File: src/rtl/vga_pkg.sv
// Shared 1024x768@60 Hz raster constants for the timing generator, draw_background
// and the game logic.
package vga_pkg;

  // Horizontal timing in pixels.
  localparam int H_VIS   = 1024;
  localparam int H_FP    = 24;
  localparam int H_SYNC  = 136;
  localparam int H_BP    = 160;
  localparam int H_TOTAL = H_VIS + H_FP + H_SYNC + H_BP;

  // Vertical timing in lines.
  localparam int V_VIS   = 768;
  localparam int V_FP    = 3;
  localparam int V_SYNC  = 6;
  localparam int V_BP    = 29;
  localparam int V_TOTAL = V_VIS + V_FP + V_SYNC + V_BP;

  // Sync windows, inclusive on both ends.
  localparam int H_SYNC_START = H_VIS + H_FP;
  localparam int H_SYNC_END   = H_SYNC_START + H_SYNC - 1;
  localparam int V_SYNC_START = V_VIS + V_FP;
  localparam int V_SYNC_END   = V_SYNC_START + V_SYNC - 1;

  // Grid cell edge in pixels; must be a power of two.
  localparam int GRID_SIZE = 16;

  // Port widths of the timing bus and the grid coordinates.
  localparam int CNT_W  = 11;
  localparam int GRID_W = 7;

endpackage

File: src/rtl/vga_axis_counter.sv
// One raster axis: position counter with enable and wrap, registered blank/sync
// decode, and a grid-cell coordinate kept incrementally alongside the counter.
module vga_axis_counter
  import vga_pkg::*;
#(
  parameter int VIS        = H_VIS,
  parameter int TOTAL      = H_TOTAL,
  parameter int SYNC_START = H_SYNC_START,
  parameter int SYNC_END   = H_SYNC_END,
  parameter int GRID_SIZE  = vga_pkg::GRID_SIZE
) (
  input  logic              pclk,
  input  logic              rst,
  input  logic              en,
  output logic [CNT_W-1:0]  cnt,
  output logic              blnk,
  output logic              sync,
  output logic [GRID_W-1:0] grid,
  output logic              wrap
);

  localparam int SUB_W = $clog2(GRID_SIZE);

  localparam logic [CNT_W-1:0] LAST_C = CNT_W'(TOTAL - 1);
  localparam logic [CNT_W-1:0] VIS_C  = CNT_W'(VIS);
  localparam logic [CNT_W-1:0] SS_C   = CNT_W'(SYNC_START);
  localparam logic [CNT_W-1:0] SE_C   = CNT_W'(SYNC_END);

  logic [CNT_W-1:0]  cnt_nxt;
  logic [SUB_W-1:0]  sub, sub_nxt;
  logic [GRID_W-1:0] grid_nxt;

  // Wrap is seen by the next axis as its enable in the same cycle.
  assign wrap = en && (cnt == LAST_C);

  // Next position: step when enabled, clear everything on wrap, bump the grid
  // coordinate whenever the sub-counter rolls over.
  always_comb begin
    cnt_nxt  = cnt;
    sub_nxt  = sub;
    grid_nxt = grid;
    if (en) begin
      if (cnt == LAST_C) begin
        cnt_nxt  = '0;
        sub_nxt  = '0;
        grid_nxt = '0;
      end else begin
        cnt_nxt = cnt + CNT_W'(1);
        sub_nxt = sub + SUB_W'(1);
        if (&sub) begin
          grid_nxt = grid + GRID_W'(1);
        end
      end
    end
  end

  // Register position and decode flags from the next value so flags line up
  // with the position they describe.
  always_ff @(posedge pclk or posedge rst) begin
    if (rst) begin
      cnt  <= '0;
      sub  <= '0;
      grid <= '0;
      blnk <= 1'b0;
      sync <= 1'b0;
    end else begin
      cnt  <= cnt_nxt;
      sub  <= sub_nxt;
      grid <= grid_nxt;
      blnk <= (cnt_nxt >= VIS_C);
      sync <= (cnt_nxt >= SS_C) && (cnt_nxt <= SE_C);
    end
  end

endmodule

File: src/rtl/vga_timing_gen.sv
// Raster timing source: horizontal and vertical axis counters plus a
// start-of-frame pulse and a completed-frame counter for the game logic.
module vga_timing_gen #(
  parameter int H_VIS     = vga_pkg::H_VIS,
  parameter int H_FP      = vga_pkg::H_FP,
  parameter int H_SYNC    = vga_pkg::H_SYNC,
  parameter int H_BP      = vga_pkg::H_BP,
  parameter int V_VIS     = vga_pkg::V_VIS,
  parameter int V_FP      = vga_pkg::V_FP,
  parameter int V_SYNC    = vga_pkg::V_SYNC,
  parameter int V_BP      = vga_pkg::V_BP,
  parameter int GRID_SIZE = vga_pkg::GRID_SIZE
) (
  input  logic        pclk,
  input  logic        rst,
  output logic [10:0] hcount_out,
  output logic        hsync_out,
  output logic        hblnk_out,
  output logic [10:0] vcount_out,
  output logic        vsync_out,
  output logic        vblnk_out,
  output logic [6:0]  grid_x,
  output logic [6:0]  grid_y,
  output logic        frame_tick,
  output logic [15:0] frame_count
);

  localparam int H_TOTAL = H_VIS + H_FP + H_SYNC + H_BP;
  localparam int V_TOTAL = V_VIS + V_FP + V_SYNC + V_BP;
  localparam int H_SS    = H_VIS + H_FP;
  localparam int H_SE    = H_SS + H_SYNC - 1;
  localparam int V_SS    = V_VIS + V_FP;
  localparam int V_SE    = V_SS + V_SYNC - 1;

  logic        h_wrap;
  logic        v_wrap;
  logic [15:0] frame_count_q;

  vga_axis_counter #(
    .VIS        (H_VIS),
    .TOTAL      (H_TOTAL),
    .SYNC_START (H_SS),
    .SYNC_END   (H_SE),
    .GRID_SIZE  (GRID_SIZE)
  ) u_h_axis (
    .pclk (pclk),
    .rst  (rst),
    .en   (1'b1),
    .cnt  (hcount_out),
    .blnk (hblnk_out),
    .sync (hsync_out),
    .grid (grid_x),
    .wrap (h_wrap)
  );

  vga_axis_counter #(
    .VIS        (V_VIS),
    .TOTAL      (V_TOTAL),
    .SYNC_START (V_SS),
    .SYNC_END   (V_SE),
    .GRID_SIZE  (GRID_SIZE)
  ) u_v_axis (
    .pclk (pclk),
    .rst  (rst),
    .en   (h_wrap),
    .cnt  (vcount_out),
    .blnk (vblnk_out),
    .sync (vsync_out),
    .grid (grid_y),
    .wrap (v_wrap)
  );

  // Vertical wrap is the last pixel of the frame, so the tick and count update
  // land in the same cycle the counters show (0,0); reset itself never ticks.
  always_ff @(posedge pclk or posedge rst) begin
    if (rst) begin
      frame_tick    <= 1'b0;
      frame_count_q <= '0;
    end else begin
      frame_tick <= v_wrap;
      if (v_wrap) begin
        frame_count_q <= frame_count_q + 16'd1;
      end
    end
  end

  assign frame_count = frame_count_q;

endmodule

File: config.mk
export PLATFORM = sky130hd
export DESIGN_NAME = vga_timing_gen
export DESIGN_NICKNAME = d
export VERILOG_FILES = /design/src/rtl/vga_pkg.sv /design/src/rtl/vga_axis_counter.sv /design/src/rtl/vga_timing_gen.sv
export SDC_FILE = /design/constraint.sdc
export NUM_CORES = 1
export LEC_CHECK = 0
export CORE_ASPECT_RATIO = 0.7
export CORE_UTILIZATION = 35
export DETAILED_ROUTE_END_ITERATION = 7
export SYNTH_ARGS = -nofsm -noshare
export SYNTH_HDL_FRONTEND = slang
export SYNTH_SLANG_ARGS = --single-unit
File: constraint.sdc
create_clock -name pclk -period 2.24 [get_ports pclk]
set_input_delay 0.224 -clock pclk [delete_from_list [all_inputs] [get_ports pclk]]
set_output_delay 0.224 -clock pclk [all_outputs]
set_load 0.05 [all_outputs]
==> Word level (Yosys, flattened, before mapping) <==
Cells that the tools add are included.
{ "word_totals": {"ff_bits": 65, "latchBits": 0, "ram_bits": 0, "rom_bits": 0, "in_bits": 2, "output_inout_bits": 57, "word_cells": 44, "memories": 0} }
{ "op_classes": {"addsub": 7, "mul": 0, "n_div": 0, "order_cmp": 6, "eq_ne": 2, "n_shift": 0, "n_mux": 9, "bitwise": 0, "n_reduce_logical": 8} }
{ "op_table": {"columns": ["cell", "count"], "rows": [
  ["two-way mux 11 bit", 3],
  ["two-way mux 7 bit", 4],
  ["adder 11 x 1 -> 11 bit, second input constant", 2],
  [">= comparator 11 x 10 -> 1 bit, second input constant", 2],
  [">= comparator 11 bit, second input constant", 2],
  ["adder 16 x 1 -> 16 bit, second input constant", 1],
  ["adder 7 x 1 -> 7 bit, second input constant", 2],
  ["== test 11 x 10 -> 1 bit, second input constant", 1],
  ["== test 11 bit, second input constant", 1],
  ["less-or-equal comparator 11 x 10 -> 1 bit, second input constant", 1],
  ["less-or-equal comparator 11 bit, second input constant", 1],
  ["adder 4 x 1 -> 4 bit, second input constant", 2],
  ["two-way mux 4 bit", 2],
  ["AND reduction 4 bit", 2],
  ["nonzero test 2 bit", 2],
  ["logical AND 1 bit", 3],
  ["AND reduction 2 bit", 1]
]} }

==> Depth between registers and ports, before layout <==
{ "logic_depth": {"depth_word": 5, "mapped_depth": 9, "ltp_nobuf": 8} }

==> Modules after synthesis <==
A second synthesis with hierarchy kept.
{ "hier_totals": {"hier_cells": 332, "area_unflattened_um2": 3393.3} }
{ "by_module_without_submodules": {"columns": ["mod", "instances", "cells_per_inst", "area_per_inst_um2", "seq_area_each_um2"], "rows": [
  ["vga_axis_counter (u_v_axis)", 1, 148, 1412.6, 600.6],
  ["vga_axis_counter (u_h_axis)", 1, 125, 1241.2, 600.6],
  ["vga_timing_gen", 1, 59, 739.5, 425.4]
]} }

==> Least setup slack after synthesis <==
OpenSTA, ideal clock, no wires.
{ "synth_path": {"path_type": "reg-to-reg", "from": "register u_v_axis.cnt[1]", "to": "register u_v_axis.sync", "setup_time_ns": 0.107, "t_arrival_ns": 2.417, "t_required_ns": 2.133, "path_slack_ns": -0.283, "path_stages_with_launch": 10, "n_path_buf": 1, "period_less_slack_ns": 2.523, "cell_sequence": "dfrtp_1 inv_1 ha_1 nor4b_1 and4_1 buf_6 or4_4 o21ai_4 a21oi_2 a2111oi_4"} }
{ "synth_between": {"elab_chain_cells": 5, "word_cells_on_any_way": 7, "classes_between": "add/sub: 1; order compare: 2; eq/ne: 1; mux: 2; reduce/logical: 1"} }
{ "synth_rtl": {"columns": ["element", "line_no", "source"], "rows": [
  ["start, declared", "vga_axis_counter.sv:15", "output logic [CNT_W-1:0] cnt,"],
  ["start signal, assigned", "vga_axis_counter.sv:67", "cnt <= cnt_nxt;"],
  ["adder 11 x 1 -> 11 bit or == test 11 x 10 -> 1 bit (tied branches)", "vga_axis_counter.sv:48, vga_axis_counter.sv:43", null],
  ["two-way mux 11 bit *", "vga_axis_counter.sv:43", "if (cnt == LAST_C) begin"],
  ["two-way mux 11 bit *", "vga_axis_counter.sv:42", "if (en) begin"],
  ["named net u_v_axis.cnt_nxt[3]", "vga_axis_counter.sv:29", "logic [CNT_W-1:0] cnt_nxt;"],
  [">= comparator 11 x 10 -> 1 bit or less-or-equal comparator 11 x 10 -> 1 bit (tied branches)", "vga_axis_counter.sv:71", "sync <= (cnt_nxt >= SS_C) && (cnt_nxt <= SE_C);"],
  ["logical AND 1 bit *", "vga_axis_counter.sv:71", null],
  ["end signal, assigned", "vga_axis_counter.sv:71", null],
  ["end, declared", "vga_axis_counter.sv:17", "output logic sync,"]
]} }
Mark *: on every way through the listed nets, which the timed path passes. The rest lies on a longest branch.
A chain may end at the register's enable or synchronous reset.

==> Worst setup path in the final report <==
{ "layout_path": {"from": "register u_h_axis.cnt[9]", "to": "register u_v_axis.sync"} }
{ "layout_between": {"elab_chain_cells": 4, "word_cells_on_any_way": 5, "classes_between": "order compare: 2; eq/ne: 1; mux: 1; reduce/logical: 1"} }
{ "layout_rtl": {"columns": ["element", "line_no", "source"], "rows": [
  ["start, declared", "vga_axis_counter.sv:15", null],
  ["start signal, assigned", "vga_axis_counter.sv:67", null],
  ["== test 11 bit *", "vga_axis_counter.sv:34", "assign wrap = en && (cnt == LAST_C);"],
  ["two-way mux 11 bit *", "vga_axis_counter.sv:42", null],
  ["named net u_v_axis.cnt_nxt[3]", "vga_axis_counter.sv:29", null],
  [">= comparator 11 x 10 -> 1 bit or less-or-equal comparator 11 x 10 -> 1 bit (tied branches)", "vga_axis_counter.sv:71", null],
  ["logical AND 1 bit *", "vga_axis_counter.sv:71", null]
]} }
Marked as above.

==> impl_metrics.yaml <==
outcome:
  status: "completed"
pwr:
  power.leakage_nw: 1.96
  power_density_nw_per_um2: 560
  report.power.total_mw: 2.57
  power.switching_fraction_pct: 19.5
  power_frac_comb_pct: 1.1
  pwr-share-seq_pct: 45.7
  power_frac_clock_pct: 53.2
  power.ir.vdd_worst_uv: 370
  internal-power_mw: 2.07
  net-switching-power_uw: 502
logic_synthesis:
  post_synth_num_cell_types: 47
  synthFlopType: "sky130_fd_sc_hd__dfrtp_1"
  synth_compound_area_share_pct: 9.42
  synth_largest_area_cell: "sky130_fd_sc_hd__dfrtp_1"
  synth_top_family_by_area: "simple AND/OR/NAND/NOR gates"
  async_reset_ff_share_pct: 100
  synthCells: 330
  synth_warnings: 0
  post_synth_and_or_nand_nor_area_fraction_pct: 23.6
  total_of_flip_flops_plus_latches_after_synthesis: 65
  synth.net_count: 341
  netlist_area_um2: 3330
  synth_xor_xnor_area_share_pct: 10.5
  netlist.area_leader.share_pct: 48.8
  muxShareOfSynthArea_pct: 1.24
  synth-edff-count: 0
  seq_area_frac_synth_pct: 48.8
  synth_area_leaders: "sky130_fd_sc_hd__dfrtp_1, sky130_fd_sc_hd__xnor2_1, sky130_fd_sc_hd__xor2_1, sky130_fd_sc_hd__nor2_1, sky130_fd_sc_hd__ha_1"
  synth-adder-area-share_pct: 3.38
  syn-mean-instance-area_um2: 10.1
global_routing:
  gr-usage-met2_pct: 22.2
  grt.overflow.total: 0
  pin_count_of_the_biggest_net_entering_global_routing: 42
  global_route.usage.met1_pct: 24.2
  antenna_violations_before_repair: 0
  gr-max-usage-layer: "met1"
  grt.met3_usage_pct: 5.87
  grtUsageTotal_pct: 16.3
  grt_first_pass_wirelength_um: 12800
  grt_pass1_vias: 2547
place:
  dp.cells: 519
  io_buffer_count: 58
  globalplace.congestion: 0.884
  post-dp-hpwl_um: 5380
floorplan:
  design.die.area_um2: 9930
  dieHeight_um: 83.7
  placement_rows: 29
  die_w_um: 119
  io_pins: 59
  starting_density_of_the_core_pct: 36.5
  fp.coreArea_um2: 9140
cts:
  max-clock-path-buffers: 2
  clock_insertion_delay_worst_skew_ns: 0.33
  cts_made_buffers: 9
  cts_sinks: 65
  cts_root_buffer: "sky130_fd_sc_hd__clkbuf_16"
  htreeDepth: 3
  clk_transition_reported_paths_ns: 0.05
  holdBufCountCts: 0
  cts_tree: "done"
layout:
  final_layout_size_suffix_gt1_share_pct: 18.2
  synthToLayoutAreaGrowth_pct: 37.6
  finalNonFillerCells: 542
  insertedDiodeCount: 0
  n_fill_cell: 848
  fin_util_pct: 50.2
  finalNetCount: 424
drt:
  route.antenna.remaining_nets: 0
  average_vias_per_placed_instance: 5.10
  drtPass1Iterations: 4
  routed-via-count: 2764
  postRouteWirelength_um: 7660
  drt_iter0_markers: 103
  post-route-drc-count: 0
  wire_per_inst_um: 14.1
worst_setup_path:
  cp_data_required_time_ns: 2.46
  crit_path_start_kind: "register"
  worst-endpoint-arrival_ns: 2.42
  critical_path_peak_fanout: 6
  crit_type: "register to register"
  critPathCaptureType: "register"
sta:
  slew-limit-headroom_pct: 62.7
  clock_skew_ns: 0.00599
  fmax_ghz: 0.453
  final_total_negative_setup_slack_ns: 0
  fin_worst_hold_slack_ns: 0.269
  finalSetupViolCount: 0
  timing_max_transition_violations_final: 0
  final_period_minus_worst_setup_slack_ns: 2.21
  rsz_0062_raised_after_global_routing: "true"
  tightest_slew_ns: 0.559
  period_share_pct: 98.5
  timing.final.hold_violations: 0
hold_path:
  timing.hold.worst.class: "input pin to async pin"
run:
  maxCapViolations: 0
-- critical path, stage by stage, from the launching register on --
cell	delay (ns)
sky130_fd_sc_hd__dfrtp_2	0.42
sky130_fd_sc_hd__nor4b_4	0.33
sky130_fd_sc_hd__nand4_1	0.18
sky130_fd_sc_hd__buf_6	0.17
sky130_fd_sc_hd__or4_4	0.52
sky130_fd_sc_hd__o21ai_4	0.10
sky130_fd_sc_hd__a21oi_2	0.07
sky130_fd_sc_hd__a2111oi_4	0.31
-- synthesized netlist by cell type (all sizes together) (2+ instances only) --
master and instances:
a21oi 8, a22o 3, a31oi 2, and2 5, and3 7, and4 10
buf 7, clkbuf 10, dfrtp 65, ha 9, inv 6, mux2i 3
nand2 27, nand2b 4, nand3 20, nand3b 3, nand4 14, nor2 34
nor3 8, nor4b 2, nor4bb 2, o21ai 20, o22ai 4, o31ai 2
or2 2, xnor2 22, xor2 18
-- cell usage in the layout (no fill, tap or decap), types with 3 or more instances in the layout --
cell type,n
sky130_fd_sc_hd__nand4_1,14
sky130_fd_sc_hd__o21ai_1,9
sky130_fd_sc_hd__and4_1,7
sky130_fd_sc_hd__xnor2_1,22
sky130_fd_sc_hd__and2_1,5
sky130_fd_sc_hd__inv_1,4
sky130_fd_sc_hd__buf_4,28
sky130_fd_sc_hd__o21ai_0,10
sky130_fd_sc_hd__and3_1,7
sky130_fd_sc_hd__dfrtp_1,52
sky130_fd_sc_hd__nand3_1,19
sky130_fd_sc_hd__ha_1,7
sky130_fd_sc_hd__o22ai_1,4
sky130_fd_sc_hd__clkbuf_16,9
sky130_fd_sc_hd__nor3_1,7
sky130_fd_sc_hd__clkbuf_1,3
sky130_fd_sc_hd__a21oi_1,7
sky130_fd_sc_hd__nand2_1,27
sky130_fd_sc_hd__xor2_1,18
sky130_fd_sc_hd__clkdlybuf4s50_1,58
sky130_fd_sc_hd__a22o_1,3
sky130_fd_sc_hd__nor2_1,31
sky130_fd_sc_hd__nand3b_1,3
sky130_fd_sc_hd__nand2b_1,4
sky130_fd_sc_hd__dfrtp_2,13
sky130_fd_sc_hd__mux2i_1,3
-- state kept, by name, indices dropped and copies added (netlist names) --
register,flops
u_h_axis.cnt,11
u_v_axis.grid,7
u_h_axis.sub,4
u_v_axis.blnk,1
u_h_axis.blnk,1
frame_count,16
u_h_axis.sync,1
frame_tick,1
u_h_axis.grid,7
u_v_axis.sync,1
u_v_axis.cnt,11
u_v_axis.sub,4
-- worst paths after layout --
kind,depth (start not counted),slack [ns],start,endpoint
min reg2reg,1,0.46,u_h_axis.sub[0],u_h_axis.sub[0]
min in group pclk,1,0.46,u_h_axis.sub[0],u_h_axis.sub[0]
max in group asynchronous,3,1.34,rst,u_h_axis.cnt[9]
max,7,0.03,u_h_axis.cnt[9],u_v_axis.sync
min,2,0.27,rst,frame_count[7]
max reg2reg,7,0.03,u_h_axis.cnt[9],u_v_axis.sync
-- stage by stage --
| stage | cell area, um2 | worst slack (ns) |
|---|---|---|
| floorplan | 3380 | 0.00207 |
| finish | 4590 | 0.0330 |
| global route | 4590 | -0.0531 |
| CTS | 4510 | 0.0648 |
| global placement | 4220 | 0.116 |
| detailed placement | 4220 | 0.0797 |
-- power by group through the flow --
| stage | clock (mW) | sequential (mW) | combinational, mW |
|---|---|---|---|
| 2_1_floorplan | 0 | 1.20 | 0.0171 |
| 3_3_place_gp | 0 | 1.20 | 0.0309 |
| 3_5_place_dp | 0 | 1.20 | 0.0309 |
| 4_1_cts | 1.41 | 1.17 | 0.0312 |
| 5_1_grt | 1.46 | 1.17 | 0.0340 |
| 6_report | 1.37 | 1.18 | 0.0283 |
-- kinds of logic after synthesis --
group           after synthesis
compound gates               46
simple gates                143
flops                        65
fa+ha+maj                     9
xor+xnor                     40
buf+inv                      23
mux                           4
-- cell type report --
type                       count  area (um2)  area share, %
multi-input combinational    242        1650           36.0
sequential                    65        1640           35.8
timing repair buffer          89         827           18.0
clock buffer                  13         250           5.45
tap                          124         155           3.38
clock inverter                 3        40.0          0.873
inverter                       6        22.5          0.491
-- what timing repair did --
| item | CTS | global route |
|---|---|---|
| endpoints found under the setup margin | 0 | 2 |
| resized for setup | 0 | 9 |
| setup buffers | 0 | 6 |
-- routing by layer --
layer	routed length, um	share of wire, %
met1	3900	51
met2	3190	42
met3	500	6.5
met4	71	0.93
met5	0	0
Power figures use the tool's default switching activity.
